`src/rtl/vga_pkg.sv`:
```
// Shared raster timing constants and helpers for the character display path.
package vga_pkg;

   localparam int DEF_H_VISIBLE = 640;
   localparam int DEF_H_FRONT   = 16;
   localparam int DEF_H_SYNC    = 96;
   localparam int DEF_H_BACK    = 48;
   localparam int DEF_V_VISIBLE = 480;
   localparam int DEF_V_FRONT   = 10;
   localparam int DEF_V_SYNC    = 2;
   localparam int DEF_V_BACK    = 33;
   localparam int CNT_W         = 10;

   // act is the LSB so the delay line can tap it by index 0
   typedef struct packed {
      logic hs;
      logic vs;
      logic act;
   } sync_t;

   function automatic int total(input int vis, input int fr, input int sy, input int bk);
      return vis + fr + sy + bk;
   endfunction

   // sync comes first in the layout, so visible starts after sync + back porch
   function automatic int first_vis(input int sy, input int bk);
      return sy + bk;
   endfunction

endpackage

```
`src/rtl/vga_timing_if.sv`:
```
// Strobe and pixel bundle between vga_timing and the pixeldata engine / display.
interface vga_timing_if #(parameter int BPP = 2);

   logic             newline;
   logic             advance;
   logic [7:0]       line;
   logic             frame;
   logic [3*BPP-1:0] pixel;
   logic [3*BPP-1:0] rgb;
   logic             hsync;
   logic             vsync;
   logic             active;

   modport master (
      output newline, advance, line, frame, rgb, hsync, vsync, active,
      input  pixel
   );

   modport slave (
      input  newline, advance, line, frame, rgb, hsync, vsync, active,
      output pixel
   );

endinterface

```
`src/rtl/vga_delay.sv`:
```
// Synchronous-reset shift register; pre_o taps one bit of the value entering the last stage.
module vga_delay #(
   parameter int               WIDTH   = 1,
   parameter int               DEPTH   = 1,
   parameter int               TAP     = 0,
   parameter logic [WIDTH-1:0] RST_VAL = '0
) (
   input  logic             clk,
   input  logic             reset,
   input  logic [WIDTH-1:0] d_i,
   output logic             pre_o,
   output logic [WIDTH-1:0] q_o
);

   logic [DEPTH:0][WIDTH-1:0] pipe;

   assign pipe[0] = d_i;

   for (genvar i = 0; i < DEPTH; i++) begin : g_stg
      logic [WIDTH-1:0] stg_q;
      always_ff @(posedge clk) begin
         if (reset) stg_q <= RST_VAL;
         else       stg_q <= pipe[i];
      end
      assign pipe[i+1] = stg_q;
   end

   assign pre_o = pipe[DEPTH-1][TAP];
   assign q_o   = pipe[DEPTH];

endmodule

```
`src/rtl/vga_timing.sv`:
```
// Raster counters, pixeldata strobes and pipeline-aligned sync/blank/rgb outputs.
module vga_timing
   import vga_pkg::*;
#(
   parameter int BPP        = 2,
   parameter int H_VISIBLE  = DEF_H_VISIBLE,
   parameter int H_FRONT    = DEF_H_FRONT,
   parameter int H_SYNC     = DEF_H_SYNC,
   parameter int H_BACK     = DEF_H_BACK,
   parameter int V_VISIBLE  = DEF_V_VISIBLE,
   parameter int V_FRONT    = DEF_V_FRONT,
   parameter int V_SYNC     = DEF_V_SYNC,
   parameter int V_BACK     = DEF_V_BACK,
   parameter int PIPE_DELAY = 1
) (
   input  logic clk,
   input  logic reset,
   vga_timing_if.master vif
);

   localparam int H_TOTAL = total(H_VISIBLE, H_FRONT, H_SYNC, H_BACK);
   localparam int V_TOTAL = total(V_VISIBLE, V_FRONT, V_SYNC, V_BACK);
   localparam int H_ACT0  = first_vis(H_SYNC, H_BACK);
   localparam int V_ACT0  = first_vis(V_SYNC, V_BACK);

   localparam logic [CNT_W-1:0] H_LAST_C = CNT_W'(H_TOTAL - 1);
   localparam logic [CNT_W-1:0] V_LAST_C = CNT_W'(V_TOTAL - 1);
   localparam logic [CNT_W-1:0] H_SYNC_C = CNT_W'(H_SYNC);
   localparam logic [CNT_W-1:0] V_SYNC_C = CNT_W'(V_SYNC);
   localparam logic [CNT_W-1:0] H_ACT0_C = CNT_W'(H_ACT0);
   localparam logic [CNT_W-1:0] H_END_C  = CNT_W'(H_ACT0 + H_VISIBLE);
   localparam logic [CNT_W-1:0] V_ACT0_C = CNT_W'(V_ACT0);
   localparam logic [CNT_W-1:0] V_END_C  = CNT_W'(V_ACT0 + V_VISIBLE);

   logic [CNT_W-1:0] hcount_q, hcount_d;
   logic [CNT_W-1:0] vcount_q, vcount_d;
   logic [7:0]       line_q, line_d;
   logic [3*BPP-1:0] rgb_q, rgb_d;
   logic             h_vis, v_vis, v_vis_d;
   logic             newline, advance, frame;
   logic             act_nxt;
   sync_t            raw, dly;

   always_comb begin
      hcount_d = hcount_q + 1'b1;
      vcount_d = vcount_q;
      if (hcount_q == H_LAST_C) begin
         hcount_d = '0;
         vcount_d = (vcount_q == V_LAST_C) ? '0 : vcount_q + 1'b1;
      end
   end

   assign h_vis   = (hcount_q >= H_ACT0_C) && (hcount_q < H_END_C);
   assign v_vis   = (vcount_q >= V_ACT0_C) && (vcount_q < V_END_C);
   assign v_vis_d = (vcount_d >= V_ACT0_C) && (vcount_d < V_END_C);

   // line is loaded from the next-state counters so it is already valid alongside newline
   always_comb begin
      line_d = line_q;
      if ((hcount_d == '0) && v_vis_d)
         line_d = 8'((vcount_d - V_ACT0_C) >> 1);
   end

   // strobes are gated by reset so none leak out while the counters are being forced
   assign newline = ~reset && (hcount_q == '0) && v_vis;
   assign advance = ~reset && h_vis && v_vis;
   assign frame   = ~reset && (hcount_q == '0) && (vcount_q == '0);

   assign raw = '{hs: (hcount_q < H_SYNC_C), vs: (vcount_q < V_SYNC_C), act: advance};

   vga_delay #(
      .WIDTH   (3),
      .DEPTH   (PIPE_DELAY),
      .TAP     (0),
      .RST_VAL (3'b000)
   ) u_dly (
      .clk   (clk),
      .reset (reset),
      .d_i   (raw),
      .pre_o (act_nxt),
      .q_o   (dly)
   );

   assign rgb_d = vif.pixel & {3*BPP{act_nxt}};

   always_ff @(posedge clk) begin
      if (reset) begin
         hcount_q <= '0;
         vcount_q <= '0;
         line_q   <= '0;
         rgb_q    <= '0;
      end else begin
         hcount_q <= hcount_d;
         vcount_q <= vcount_d;
         line_q   <= line_d;
         rgb_q    <= rgb_d;
      end
   end

   always_ff @(posedge clk) begin
      assert (H_SYNC + H_BACK >= 8);
      assert ((PIPE_DELAY >= 1) && (PIPE_DELAY <= 4));
   end

   assign vif.newline = newline;
   assign vif.advance = advance;
   assign vif.frame   = frame;
   assign vif.line    = line_q;
   assign vif.rgb     = rgb_q;
   assign vif.hsync   = ~dly.hs;
   assign vif.vsync   = ~dly.vs;
   assign vif.active  = dly.act;

endmodule

```
`src/flat_wrapper.sv`:
```
// flat-port wrapper written by rule: the top's interface ports become plain ports
module vga_timing_flat import vga_pkg::*;
#(
   parameter int BPP        = 2,
   parameter int H_VISIBLE  = DEF_H_VISIBLE,
   parameter int H_FRONT    = DEF_H_FRONT,
   parameter int H_SYNC     = DEF_H_SYNC,
   parameter int H_BACK     = DEF_H_BACK,
   parameter int V_VISIBLE  = DEF_V_VISIBLE,
   parameter int V_FRONT    = DEF_V_FRONT,
   parameter int V_SYNC     = DEF_V_SYNC,
   parameter int V_BACK     = DEF_V_BACK,
   parameter int PIPE_DELAY = 1
)
  (clk, reset, vif_newline, vif_advance, vif_line, vif_frame, vif_rgb, vif_hsync, vif_vsync, vif_active, vif_pixel);
  vga_timing_if #(.BPP(BPP)) vif_i ();
  input  logic clk;
  input  logic reset;
  output wire logic [$bits(vif_i.newline)-1:0] vif_newline;
  output wire logic [$bits(vif_i.advance)-1:0] vif_advance;
  output wire logic [$bits(vif_i.line)-1:0] vif_line;
  output wire logic [$bits(vif_i.frame)-1:0] vif_frame;
  output wire logic [$bits(vif_i.rgb)-1:0] vif_rgb;
  output wire logic [$bits(vif_i.hsync)-1:0] vif_hsync;
  output wire logic [$bits(vif_i.vsync)-1:0] vif_vsync;
  output wire logic [$bits(vif_i.active)-1:0] vif_active;
  input wire logic [$bits(vif_i.pixel)-1:0] vif_pixel;
  assign vif_newline = vif_i.newline;
  assign vif_advance = vif_i.advance;
  assign vif_line = vif_i.line;
  assign vif_frame = vif_i.frame;
  assign vif_rgb = vif_i.rgb;
  assign vif_hsync = vif_i.hsync;
  assign vif_vsync = vif_i.vsync;
  assign vif_active = vif_i.active;
  assign vif_i.pixel = vif_pixel;
  vga_timing #(.BPP(BPP), .H_VISIBLE(H_VISIBLE), .H_FRONT(H_FRONT), .H_SYNC(H_SYNC), .H_BACK(H_BACK), .V_VISIBLE(V_VISIBLE), .V_FRONT(V_FRONT), .V_SYNC(V_SYNC), .V_BACK(V_BACK), .PIPE_DELAY(PIPE_DELAY)) u_core (.clk(clk), .reset(reset), .vif(vif_i));
endmodule
```
`config.mk`:
```
export PLATFORM = sky130hd
export DESIGN_NAME = vga_timing_flat
export DESIGN_NICKNAME = d
export VERILOG_FILES = /design/src/rtl/vga_pkg.sv /design/src/rtl/vga_timing_if.sv /design/src/rtl/vga_delay.sv /design/src/rtl/vga_timing.sv /design/src/flat_wrapper.sv
export SDC_FILE = /design/constraint.sdc
export NUM_CORES = 1
export LEC_CHECK = 0
export CAP_MARGIN = 20
export CORE_ASPECT_RATIO = 0.8
export CORE_MARGIN = 8
export CORE_UTILIZATION = 40
export DETAILED_ROUTE_END_ITERATION = 8
export SYNTH_ARGS = -nofsm -noshare
export SYNTH_HDL_FRONTEND = slang
export SYNTH_SLANG_ARGS = --single-unit
```
`constraint.sdc`:
```
create_clock -name clk -period 7.8 [get_ports clk]
set_input_delay 1.56 -clock clk [delete_from_list [all_inputs] [get_ports clk]]
set_output_delay 1.56 -clock clk [all_outputs]
set_load 0.02 [all_outputs]
```
==> out/results.ini <==
[cells_and_area]
utilization = 0.4780
n_antenna_cell = 0
fill_cells = 533
seq_area_sq_um = 740.7
synthToLayoutAreaGrowth_pct = 16.80
multiInputGateArea_sq_mm = 0.001326
fin_nets = 296
drive_gt1_frac = 0.08803

[sta]
period_needed_ns = 5.343
relSlewSlack = 0.4092
max_freq_ghz = 0.1872
period_share = 0.6850
finalSetupViolations = 0
rsz0062_at_grt = false
drv_slew = 0
timing_hold_violations_final = 0
worst_pin_slew_ns = 0.8840
finalClockSkew_ns = 0.004620
fin_setup_tns_ns = 0

[synth]
yosysSeqAreaShare = 0.3348
synth_edf_count = 0
ys.flop_type = dfxtp_1
synth_warnings = 0
syn_area_sq_mm = 0.002212
yosysTopAreaCellShare = 0.3348
syn-num-nets = 277
yosys_register_bits = 37
postSynthAreaPerCell_sq_um = 8.379
syn_inst = 264
ys_types = 62
async_reset_ff_frac = 0
synth_top_area_cell = dfxtp_1
synthTopCellsByArea = dfxtp_1, mux2i_1, nand2_1

[place]
gp_congestion = 0.9131
dp_hpwl_mm = 3.731
portBuffers = 27

[pwr]
combPwrFrac = 0.068
power_leakage_nw = 0.9813
internal_power_mw = 0.2840
ir_worst_vdd_mv = 0.07267
power.density_mw_per_mm2 = 141.2
switching_power_mw = 0.08080
power_frac_clock = 0.398
swShare = 0.2215
seq_power_share = 0.534

[drt]
m1WireLength_mm = 2.658
route.met2.wl_mm = 1.885
antenna_left = 0
avgRoutedWirePerCell_um = 14.38
highest_layer = met4
wl_met3_um = 435
drtIter0Drc = 131
drc = 0
firstDrtPassIters = 4
wirelength_mm = 5.019
via_per_inst = 5.453
via_count = 1903

[run_status]
status = finished, final reports clean

[cts]
clock_path_buffers = 2
htreeDepth = 2
cts-root-buf = clkbuf_8
clock_latency_ns = 0.28
clkSlewWorstSetupHoldPaths_ns = 0.07
postCtsResizedCells = 0
cts_buffers = 5
cts_sinks = 37
cts_setup_buffers = 0
cts_tree = built
postCtsHoldBufs = 0

[global_route]
gr-total-overflow = 0
grt_pass1_vias = 1697
grt_first_pass_wirelength_mm = 8.369
track_usage = 0.1272
antenna_found_initial = 0
grt_max_degree = 27

[setup_path]
cp_top_family = buffers and inverters
crit_chain = clkdlybuf4s50_1 > buf_4 > a2111oi_1 > clkdlybuf4s50_1
critical_path_class = in2out
critPathCaptureType = output pin
crit_slowest_cell = a2111oi_1
cp_max_fo = 26
cp.depth = 4
crit_required_ns = 6.24
cpMostUsedCell = clkdlybuf4s50_1
slowest_delay_ns = 0.83
critical_path_arrival_ns = 3.78
rr_worst_depth = 12
cp-start-kind = primary input
cp.buffers_inverters = 3

[floorplan]
dieArea_sq_mm = 0.008181
initial_core_util = 0.4093
core_sq_mm = 0.005405
die_y_um = 82.52
rows = 24
die_w_um = 99.15
io_pins = 28

[worst_hold_path]
hp-class = reg2reg
hold_path_depth = 2

[job]
drv_cap = 0

[flip-flops by register name, indices dropped and copies added (netlist names)]
signal / flops
u_core.hcount_q: 10
u_core.u_dly.q_o: 3
u_core.vcount_q: 10
u_core.vif.line: 8
u_core.vif.rgb: 6
[power by group through the flow]
stage | Sequential (mW) | Combinational, mW | Clock (mW)
after CTS | 0.195 | 0.0251 | 0.151
final | 0.195 | 0.0249 | 0.145
after floorplan | 0.198 | 0.0157 | 0
after global placement | 0.199 | 0.0253 | 0
after global routing | 0.195 | 0.0272 | 0.161
after detailed placement | 0.199 | 0.0249 | 0
[per-stage QoR]
step	power (mW)	setup WS (ns)	hold slack, ns	instance area, sq um	std cells
after floorplan	0.2132	3.521	0.5005	2212	264
after global placement	0.2242	2.453	0.4457	2471	340
after detailed placement	0.2239	2.423	0.4512	2471	340
after CTS	0.3705	2.410	0.4613	2572	348
after global routing	0.3835	2.217	0.4875	2584	349
final	0.3648	2.457	0.4596	2584	349
[routing by layer]
layer / global-route usage / vias up
met1: 0.1856 / 860
met3: 0.03350 / 5
met2: 0.1750 / 58
met5: 0 / -
li1: - / 980
met4: 0.04217 / 0
[path summary, 6_finish.rpt]
kind / startpoint / to / slack, ns
max: reset / vif_advance / 2.46
min: u_core.vif.line[2]$_SDFFE_PP0P_ / u_core.vif.line[2]$_SDFFE_PP0P_ / 0.46
max reg2reg: u_core.hcount_q[0]$_SDFF_PP0_ / u_core.vif.line[4]$_SDFFE_PP0P_ / 4.22
min reg2reg: u_core.vif.line[2]$_SDFFE_PP0P_ / u_core.vif.line[2]$_SDFFE_PP0P_ / 0.46
[cells in the mapped netlist, drive strengths merged (3+ instances only)]
cell type   n
dfxtp      37
nand2      21
nor2       21
nand3      16
o21ai      15
and2       12
buf        12
inv        12
a21oi      10
nor3       10
mux2i       8
xnor2       7
xor2        7
or3         6
clkbuf      5
ha          5
nand4       5
nor4        5
a211oi      3
and3        3
and3b       3
nor2b       3
o2111ai     3
or4         3
[cells by family after synthesis]
logic type	share of synthesized area
simple gates	0.3066
compound gates	0.1595
flops	0.3348
buf+inv	0.06561
xor+xnor	0.05543
mux	0.04978
fa+ha+maj	0.02828
[placed cells by master, fill, tap and decap left out, types with 2 or more instances in the layout]
cell type / n
inv_1: 12
nor3b_1: 2
nand3_1: 14
o31ai_1: 2
dfxtp_1: 37
or3_1: 4
and3_1: 3
o21a_1: 2
a21oi_1: 10
nand2_1: 21
ha_1: 5
clkdlybuf4s50_1: 27
nor2_1: 20
nand4_1: 4
xor2_1: 7
a211oi_1: 3
and2_1: 12
nor2b_1: 3
clkbuf_8: 7
xnor2_1: 7
and4_1: 2
o2111ai_1: 3
nor3_1: 9
mux2_4: 2
a311o_1: 2
or4_1: 3
mux2i_1: 8
nor4_1: 4
and3b_1: 2
or3_2: 2
o21ai_0: 14
[final cells by class]
type | count | share of cell area
inverter | 12 | 0.01743
clock buffer | 7 | 0.03729
timing repair buffer | 29 | 0.1119
sequential | 37 | 0.2867
clock inverter | 1 | 0.001937
tap | 65 | 0.03148
multi-input combinational | 198 | 0.5133
[tightest hold or removal path: stages, from the launching register on]
cell	delay, ns
dfxtp_1	0.31
nand2_1	0.05
mux2i_1	0.05
Note: power is estimated with default switching activity, not from simulation.
